<file path="src/rtl/fifo_pkg.sv">
// Shared types and sizing helpers for the FIFO pointer/flag controller.
package fifo_pkg;

  typedef enum logic [1:0] {
    StEmpty,
    StActive,
    StFull
  } fifo_state_e;

  parameter int unsigned AddrSizeDefault = 3;

  function automatic int unsigned fifo_depth(int unsigned addr_size);
    return 32'd1 << addr_size;
  endfunction

endpackage

</file>
<file path="src/rtl/fifo_ptr.sv">
// Wrap-around RAM address pointer with increment enable and synchronous reset.
module fifo_ptr #(
  parameter int unsigned ADDR_SIZE = 3
) (
  input  logic                 clk,
  input  logic                 reset,
  input  logic                 inc,
  output logic [ADDR_SIZE-1:0] ptr
);

  logic [ADDR_SIZE-1:0] ptr_q;

  // Natural binary overflow provides the modulo-depth wrap.
  always_ff @(posedge clk) begin
    if (reset) begin
      ptr_q <= '0;
    end else if (inc) begin
      ptr_q <= ptr_q + ADDR_SIZE'(1);
    end
  end

  assign ptr = ptr_q;

endmodule

</file>
<file path="src/rtl/fifo_ctrl.sv">
// FIFO pointer/flag controller: accepts push/pop, drives RAM strobes and
// pointers, tracks occupancy and reports status and sticky error flags.
module fifo_ctrl
  import fifo_pkg::*;
#(
  parameter int unsigned ADDR_SIZE = AddrSizeDefault
) (
  input  logic                 clk,
  input  logic                 reset,
  input  logic                 push,
  input  logic                 pop,
  input  logic [ADDR_SIZE:0]   af_thresh,
  input  logic [ADDR_SIZE:0]   ae_thresh,
  output logic                 ram_write,
  output logic                 ram_read,
  output logic [ADDR_SIZE-1:0] wr_ptr,
  output logic [ADDR_SIZE-1:0] rd_ptr,
  output logic                 rd_valid,
  output logic [ADDR_SIZE:0]   count,
  output logic                 full,
  output logic                 empty,
  output logic                 almost_full,
  output logic                 almost_empty,
  output logic                 overflow,
  output logic                 underflow
);

  localparam logic [ADDR_SIZE:0] DepthCnt = (ADDR_SIZE + 1)'(fifo_depth(ADDR_SIZE));

  fifo_state_e          state_q, state_d;
  logic [ADDR_SIZE:0]   count_q, count_d;
  logic                 push_ok, pop_ok;
  logic                 rd_valid_q;
  logic                 almost_full_q, almost_empty_q;
  logic                 overflow_q, overflow_d;
  logic                 underflow_q, underflow_d;

  always_comb begin
    push_ok     = 1'b0;
    pop_ok      = 1'b0;
    count_d     = count_q;
    state_d     = state_q;
    overflow_d  = overflow_q;
    underflow_d = underflow_q;

    unique case (state_q)
      StEmpty: begin
        push_ok     = push;
        underflow_d = underflow_q | pop;
      end
      StActive: begin
        push_ok = push;
        pop_ok  = pop;
      end
      StFull: begin
        // A full FIFO only takes a write when a read frees the slot that cycle.
        push_ok    = push & pop;
        pop_ok     = pop;
        overflow_d = overflow_q | (push & ~pop);
      end
      default: ;
    endcase

    unique case ({push_ok, pop_ok})
      2'b10:   count_d = count_q + (ADDR_SIZE + 1)'(1);
      2'b01:   count_d = count_q - (ADDR_SIZE + 1)'(1);
      default: count_d = count_q;
    endcase

    if (count_d == '0) begin
      state_d = StEmpty;
    end else if (count_d == DepthCnt) begin
      state_d = StFull;
    end else begin
      state_d = StActive;
    end
  end

  always_ff @(posedge clk) begin
    if (reset) begin
      state_q        <= StEmpty;
      count_q        <= '0;
      rd_valid_q     <= 1'b0;
      almost_full_q  <= 1'b0;
      almost_empty_q <= 1'b1;
      overflow_q     <= 1'b0;
      underflow_q    <= 1'b0;
    end else begin
      state_q        <= state_d;
      count_q        <= count_d;
      rd_valid_q     <= pop_ok;
      almost_full_q  <= (count_d >= af_thresh);
      almost_empty_q <= (count_d <= ae_thresh);
      overflow_q     <= overflow_d;
      underflow_q    <= underflow_d;
    end
  end

  fifo_ptr #(
    .ADDR_SIZE(ADDR_SIZE)
  ) u_wr_ptr (
    .clk  (clk),
    .reset(reset),
    .inc  (push_ok),
    .ptr  (wr_ptr)
  );

  fifo_ptr #(
    .ADDR_SIZE(ADDR_SIZE)
  ) u_rd_ptr (
    .clk  (clk),
    .reset(reset),
    .inc  (pop_ok),
    .ptr  (rd_ptr)
  );

  assign ram_write    = push_ok & ~reset;
  assign ram_read     = pop_ok & ~reset;
  assign rd_valid     = rd_valid_q;
  assign count        = count_q;
  assign empty        = (state_q == StEmpty);
  assign full         = (state_q == StFull);
  assign almost_full  = almost_full_q;
  assign almost_empty = almost_empty_q;
  assign overflow     = overflow_q;
  assign underflow    = underflow_q;

endmodule

</file>
<file path="config.mk">
export PLATFORM = sky130hd
export DESIGN_NAME = fifo_ctrl
export DESIGN_NICKNAME = d
export VERILOG_FILES = /design/src/rtl/fifo_pkg.sv /design/src/rtl/fifo_ptr.sv /design/src/rtl/fifo_ctrl.sv
export SDC_FILE = /design/constraint.sdc
export NUM_CORES = 1
export LEC_CHECK = 0
export BUFFER_PORTS_ARGS = -buffer_cell sky130_fd_sc_hd__clkbuf_2
export CAP_MARGIN = 10
export CELL_PAD_IN_SITES_DETAIL_PLACEMENT = 1
export CELL_PAD_IN_SITES_GLOBAL_PLACEMENT = 1
export CORE_MARGIN = 2
export CORE_UTILIZATION = 30
export CTS_BUF_LIST = sky130_fd_sc_hd__clkbuf_4 sky130_fd_sc_hd__clkbuf_8 sky130_fd_sc_hd__clkbuf_16
export DETAILED_ROUTE_END_ITERATION = 8
export PLACE_DENSITY = 0.64
export SLEW_MARGIN = 20
export SYNTH_ARGS = -nofsm -noshare
export SYNTH_HDL_FRONTEND = slang
export SYNTH_SLANG_ARGS = --single-unit
</file>
<file path="constraint.sdc">
create_clock -name clk -period 3.6 [get_ports clk]
set_input_delay 0.18 -clock clk [delete_from_list [all_inputs] [get_ports clk]]
set_output_delay 0.18 -clock clk [all_outputs]
set_load 0.02 [all_outputs]
</file>
## Word level (Yosys, flattened, before mapping)

Index checks and enable logic that the tools add are counted.

- Bitwise gates (word level): 8
- Reductions and logical operators: 5
- Order comparisons: 2
- Add/subtract/negate cells: 4
- Mux-type cells: 4
- Equality and inequality tests: 5

Operator list:

| kind | number |
|---|---|
| one-hot mux 4 bit (2 select lines) | 1 |
| adder 3 x 1 -> 3 bit, second input constant | 2 |
| OR reduction 2 bit | 3 |
| adder 4 x 1 -> 4 bit, second input constant | 1 |
| AND 1 bit | 4 |
| equality test 2 x 1 -> 1 bit, second input constant | 2 |
| equality test 2 bit, second input constant | 2 |
| equality test 4 bit, second input constant | 1 |
| greater-or-equal comparator 4 bit | 1 |
| <= comparator 4 bit | 1 |
| zero test 4 bit | 1 |
| subtractor 4 x 1 -> 4 bit, second input constant | 1 |
| zero test 2 bit | 1 |
| two-way mux 2 bit | 1 |
| inverter 1 bit | 2 |
| OR 1 bit | 2 |
| one-hot mux 1 bit (2 select lines) | 1 |
| two-way mux 1 bit | 1 |

- Input bits: 12
- Output and inout port bits: 19
- Word-level logic and storage cells: 37
- Register bits after elaboration: 17

## Depth between registers and ports, before layout

- Depth in word-level cells: 7
- Gate-level depth with buffers: 15
- Mapped depth without buffers: 14

## Hierarchy

From an unflattened synthesis, not the netlist that was laid out.

- Cell total of the unflattened synthesis: 102
- Area total of the unflattened synthesis: 992.2 µm²

By module, submodules not included:

| module | sequential area each (µm²) | area each (µm²) | cells each | times used |
|---|---|---|---|---|
| fifo_ctrl | 220.2 | 749.5 | 80 | 1 |
| fifo_ptr | 60.1 | 121.4 | 11 | 2 |

## Worst setup path after synthesis

No wires, ideal clock.

- Path kind: flip-flop to flip-flop
- From: reg state_q[0]
- To: reg almost_empty_q (netlist: almost_empty)
- Setup slack: 57 ps
- Data arrival time: 3417 ps
- Library setup time: 126 ps
- Data required time: 3474 ps
- Buffers on the path: 1
- Clock period less this slack: 3543 ps
- Cell stages (with the launch flop): 16
- Path through: dfxtp_1 inv_1 ha_1 a211o_1 and3b_1 clkbuf_1 inv_1 ha_1 ha_1 or4b_1 o311a_1 a211oi_2 inv_1 ha_1 a41oi_1 o21ai_0

- Word-level cells in the longest chain between the ends: 6
- Elaborated cells between the ends (all ways): 11
- Classes of those cells: order compare (1); eq/ne (4); mux (3); reduce/logical (3)

Ends and longest elaborated chain:

| what | line | source |
|---|---|---|
| from (decl) | fifo_ctrl.sv:30 | `fifo_state_e state_q, state_d;` |
| from (signal assigned) | fifo_ctrl.sv:81 | `state_q <= StEmpty;` |
| from (signal assigned) | fifo_ctrl.sv:89 | `state_q <= state_d;` |
| equality test 2 bit * | n/a |  |
| named net full | fifo_ctrl.sv:20 | `output logic full,` |
| OR reduction 2 bit (no source line) | n/a |  |
| two-way mux 1 bit | fifo_ctrl.sv:46 | `unique case (state_q)` |
| equality test 2 x 1 -> 1 bit or equality test 2 bit (tied branches) | fifo_ctrl.sv:64 | `unique case ({push_ok, pop_ok})` |
| one-hot mux 4 bit (2 select lines) * | fifo_ctrl.sv:64 |  |
| <= comparator 4 bit * | fifo_ctrl.sv:93 | `almost_empty_q <= (count_d <= ae_thresh);` |
| to (signal assigned) | fifo_ctrl.sv:93 |  |
| to (decl) | fifo_ctrl.sv:34 | `logic almost_full_q, almost_empty_q;` |

The timed path passes the listed nets; every way through them passes the cells marked *.
A chain may end at the register's enable or synchronous reset.

## Worst setup path after layout

- From: reg state_q[0]
- To: reg almost_empty_q (netlist: almost_empty)

- Word-level cells in the longest chain between the ends: 6
- Elaborated cells between the ends (all ways): 11
- Classes of those cells: order compare (1); eq/ne (4); mux (3); reduce/logical (3)

Ends and longest elaborated chain:

| what | line |
|---|---|
| equality test 2 x 1 -> 1 bit (tied with other cells) | fifo_ctrl.sv:46 |
| OR reduction 2 bit (no source line) | n/a |
| one-hot mux 1 bit (2 select lines) or two-way mux 1 bit (tied branches) | fifo_ctrl.sv:46 |
| equality test 2 x 1 -> 1 bit or equality test 2 bit (tied branches) | fifo_ctrl.sv:64 |
| one-hot mux 4 bit (2 select lines) * | fifo_ctrl.sv:64 |
| <= comparator 4 bit * | fifo_ctrl.sv:93 |

Mark *: on every way between the ends. The rest lies on a longest branch, timed or not.

==> impl_metrics.csv <==
group,metric,value,unit
placed_design,dp_hpwl,1800,um
synth,synth_seq_area_share,0.345,
worst_setup_path,crit_path_max_fanout,9,
clock_network,cts_buffer_depth,2,
clock_network,insertion_delay,290,ps
route,vias,860,
cells_and_area,antenna_cells,0,
placed_design,dp.cells,180,
floorplan,die_h,61.4,um
clock_network,cts_tree,"built",
sta,slew_headroom,0.559,
sta,worst_pin_slew,644,ps
worst_hold_path,hold_path_class,"primary input to flip-flop",
synth,yosysTopAreaCellShare,0.345,
power_and_ir_drop,power_frac_clock,0.111,
synth,syn-cell-area,987,um^2
power_and_ir_drop,p_sw_frac,0.448,
global_route,grt_pass1_vias,860,
worst_setup_path,crit_path_end_kind,"flip-flop",
clock_network,path_clk_slew,110,ps
cells_and_area,final_cells,184,
cells_and_area,synthToLayoutAreaGrowth,26.1,%
clock_network,clock_sinks,17,
sta,finalCriticalPeriod,3320,ps
placed_design,pre_cts_slack,34.3,ps
floorplan,boundaryPins,31,
placed_design,place.gp.congestion,0.819,
sta,layout_setup_ws,285,ps
sta,tns,0,ps
synth,syn_nets,134,
cells_and_area,drive_gt1_frac,0.307,
outcome,outcome,"finished clean",
synth,synth_cell_types,33,
floorplan,dieArea,3770,um^2
sta,fmax,302,MHz
sta,rsz0062_at_grt,"false",
worst_setup_path,crit_arrival,3500,ps
route,drt_iter0_markers,16,
sta,period_share,0.921,
synth,synth_area_leaders,"dfxtp_1 34%, ha_1 18%, nor2_1 5.3%",
synth,ys_ff_latch,17,
worst_setup_path,required,3790,ps
run,maxCapViolCount,0,
power_and_ir_drop,p_leak,0.632,nW
global_route,gr-total-overflow,0,
power_and_ir_drop,seqPwrFrac,0.296,
route,ant_nets,0,
sta,skew,1.53,ps
global_route,grt_usage,0.141,
synth,syn_inst,107,
sta,slew_viol_final,0,
cells_and_area,num-nets-final,168,
route,drc,0,
clock_network,root_buffer,"clkbuf_4",
route,post_drt_wl_per_cell,12.3,um
sta,final-setup-viol-count,0,
synth,yosysWarnings,0,
placed_design,io_buffers,30,
sta,finalHoldViolations,0,
synth,yosysTopAreaCell,"dfxtp_1",
power_and_ir_drop,pwr_density_cell,767,nW/um^2
power_and_ir_drop,combPwrFrac,0.593,
global_route,grt_pass1_wl,3860,um
floorplan,initial_core_util,0.318,
worst_setup_path,path_class,"flip-flop to flip-flop",
sta,holdWs,73.2,ps
floorplan,row_count,20,
clock_network,htree_levels,1,
power_and_ir_drop,peakVddDrop,206,uV
global_route,antenna_found_initial,0,
route,wirelength,2260,um
power_and_ir_drop,p_int,0.000527,W
route,dr.pass1.iters,4,
clock_network,cts_buffers,3,
floorplan,core,3100,um^2
power_and_ir_drop,p_sw,0.000428,W
global_route,grt_max_degree,20,
floorplan,die_x,61.4,um
synth,synth_area_per_cell,9.23,um^2
clock_network,holdBufCountCts,0,
worst_setup_path,critPathLaunchType,"flip-flop",
placed_design,placed_area,1190,um^2
route,vias_per_cell,4.67,
cells_and_area,design_area,1240,um^2
[synth_stat cells]
cell type / instances
and3_1: 1
xnor2_1: 1
or4b_1: 1
a211o_2: 1
a2111oi_0: 1
nand2_1: 5
nor2_2: 1
a211oi_2: 1
buf_1: 1
mux2i_1: 4
o311a_1: 1
inv_1: 12
a41oi_1: 1
o21a_1: 1
buf_6: 1
buf_2: 1
clkbuf_1: 1
xor2_1: 6
nand2b_1: 1
nand3_1: 1
nor2_1: 14
a211o_1: 1
and3b_1: 1
a21oi_1: 7
fa_1: 1
maj3_1: 1
ha_1: 14
a31oi_1: 2
o31ai_1: 1
dfxtp_1: 17
and4_1: 1
nor3b_1: 3
o21ai_0: 1
[cells in the final DEF (no fill, tap or decap), drive strengths merged]
cell and count:
nand2 5, a211oi 1, o21ai 1, a41oi 1, clkbuf 33, inv 12
nor3b 3, xnor2 1, or4b 1, nand3 1, ha 14, and3b 1
clkinv 1, a31oi 2, o31ai 1, buf 3, nor2 15, maj3 1
a21oi 7, o21a 1, fa 1, and4 1, a211o 2, mux2i 4
and3 1, dfxtp 17, nand2b 1, a2111oi 1, xor2 6, o311a 1
[flip-flops by register name (all words and copies together), names as in the netlist]
register      count
overflow          1
almost_full       1
state_q           2
count             4
u_rd_ptr.ptr      3
almost_empty      1
underflow         1
u_wr_ptr.ptr      3
rd_valid          1
[critical path, cell delays in order (launching register included)]
cell	delay [ps]
dfxtp_2	350
inv_1	60
ha_1	220
a211o_1	250
and3b_1	220
inv_1	130
ha_4	210
ha_4	230
or4b_1	470
o311a_1	130
a211oi_2	250
inv_1	70
ha_1	290
a41oi_1	210
o21ai_0	110
[per-layer routing]
layer	GRT usage	up-vias	share of wire
met4	0.0729	0	0.021
met2	0.258	23	0.51
met5	0	-	0
met3	0.0210	4	0.040
li1	-	427	-
met1	0.156	406	0.43
[layout make-up]
class	count	area, um^2
flip-flops and latches	17	342
clock inverters	1	5.00
well taps	44	55.1
clock buffers	3	22.5
multi-input cells	74	603
fillers	391	1860
inverters	12	45.0
repair buffers	33	173
[per-stage QoR]
step           power [W]  utilization
2_1_floorplan   0.000657            -
3_3_place_gp    0.000808        0.384
3_5_place_dp    0.000835        0.384
4_1_cts         0.000945        0.393
5_1_grt          0.00105        0.401
6_report        0.000955        0.401
[repair_timing]
action                                  4_1_cts  5_1_grt
setup buffers                                 0        0
hold endpoints to repair                      0        0
endpoints found under the setup margin        0        2
resized for setup                             0        4
[final timing paths]
| path | slack [ps] | depth (start not counted) | startpoint | end |
|---|---|---|---|---|
| max reg2reg | 280 | 14 | state_q[0] | almost_empty |
| min reg2reg | 480 | 2 | underflow | underflow |
| max | 280 | 14 | state_q[0] | almost_empty |
| min | 70 | 2 | af_thresh[3] | almost_full |
[power groups by stage]
stage	Combinational [W]	Clock, W	Sequential [W]
floorplan	0.000329	0	0.000328
global placement	0.000525	0	0.000283
finish	0.000567	0.000106	0.000283
global route	0.000640	0.000123	0.000291
CTS	0.000555	0.000110	0.000280
detailed placement	0.000551	0	0.000284
[logic make-up after synthesis]
| logic type | synth area share |
|---|---|
| buffers and inverters | 0.0697 |
| AOI/OAI and AO/OA | 0.128 |
| DFF | 0.345 |
| and+or+nand+nor | 0.147 |
| xor gates and xnor gates | 0.0621 |
| muxes | 0.0406 |
| adders and majority gates | 0.208 |
No activity file was read; power rests on OpenSTA's default activity.
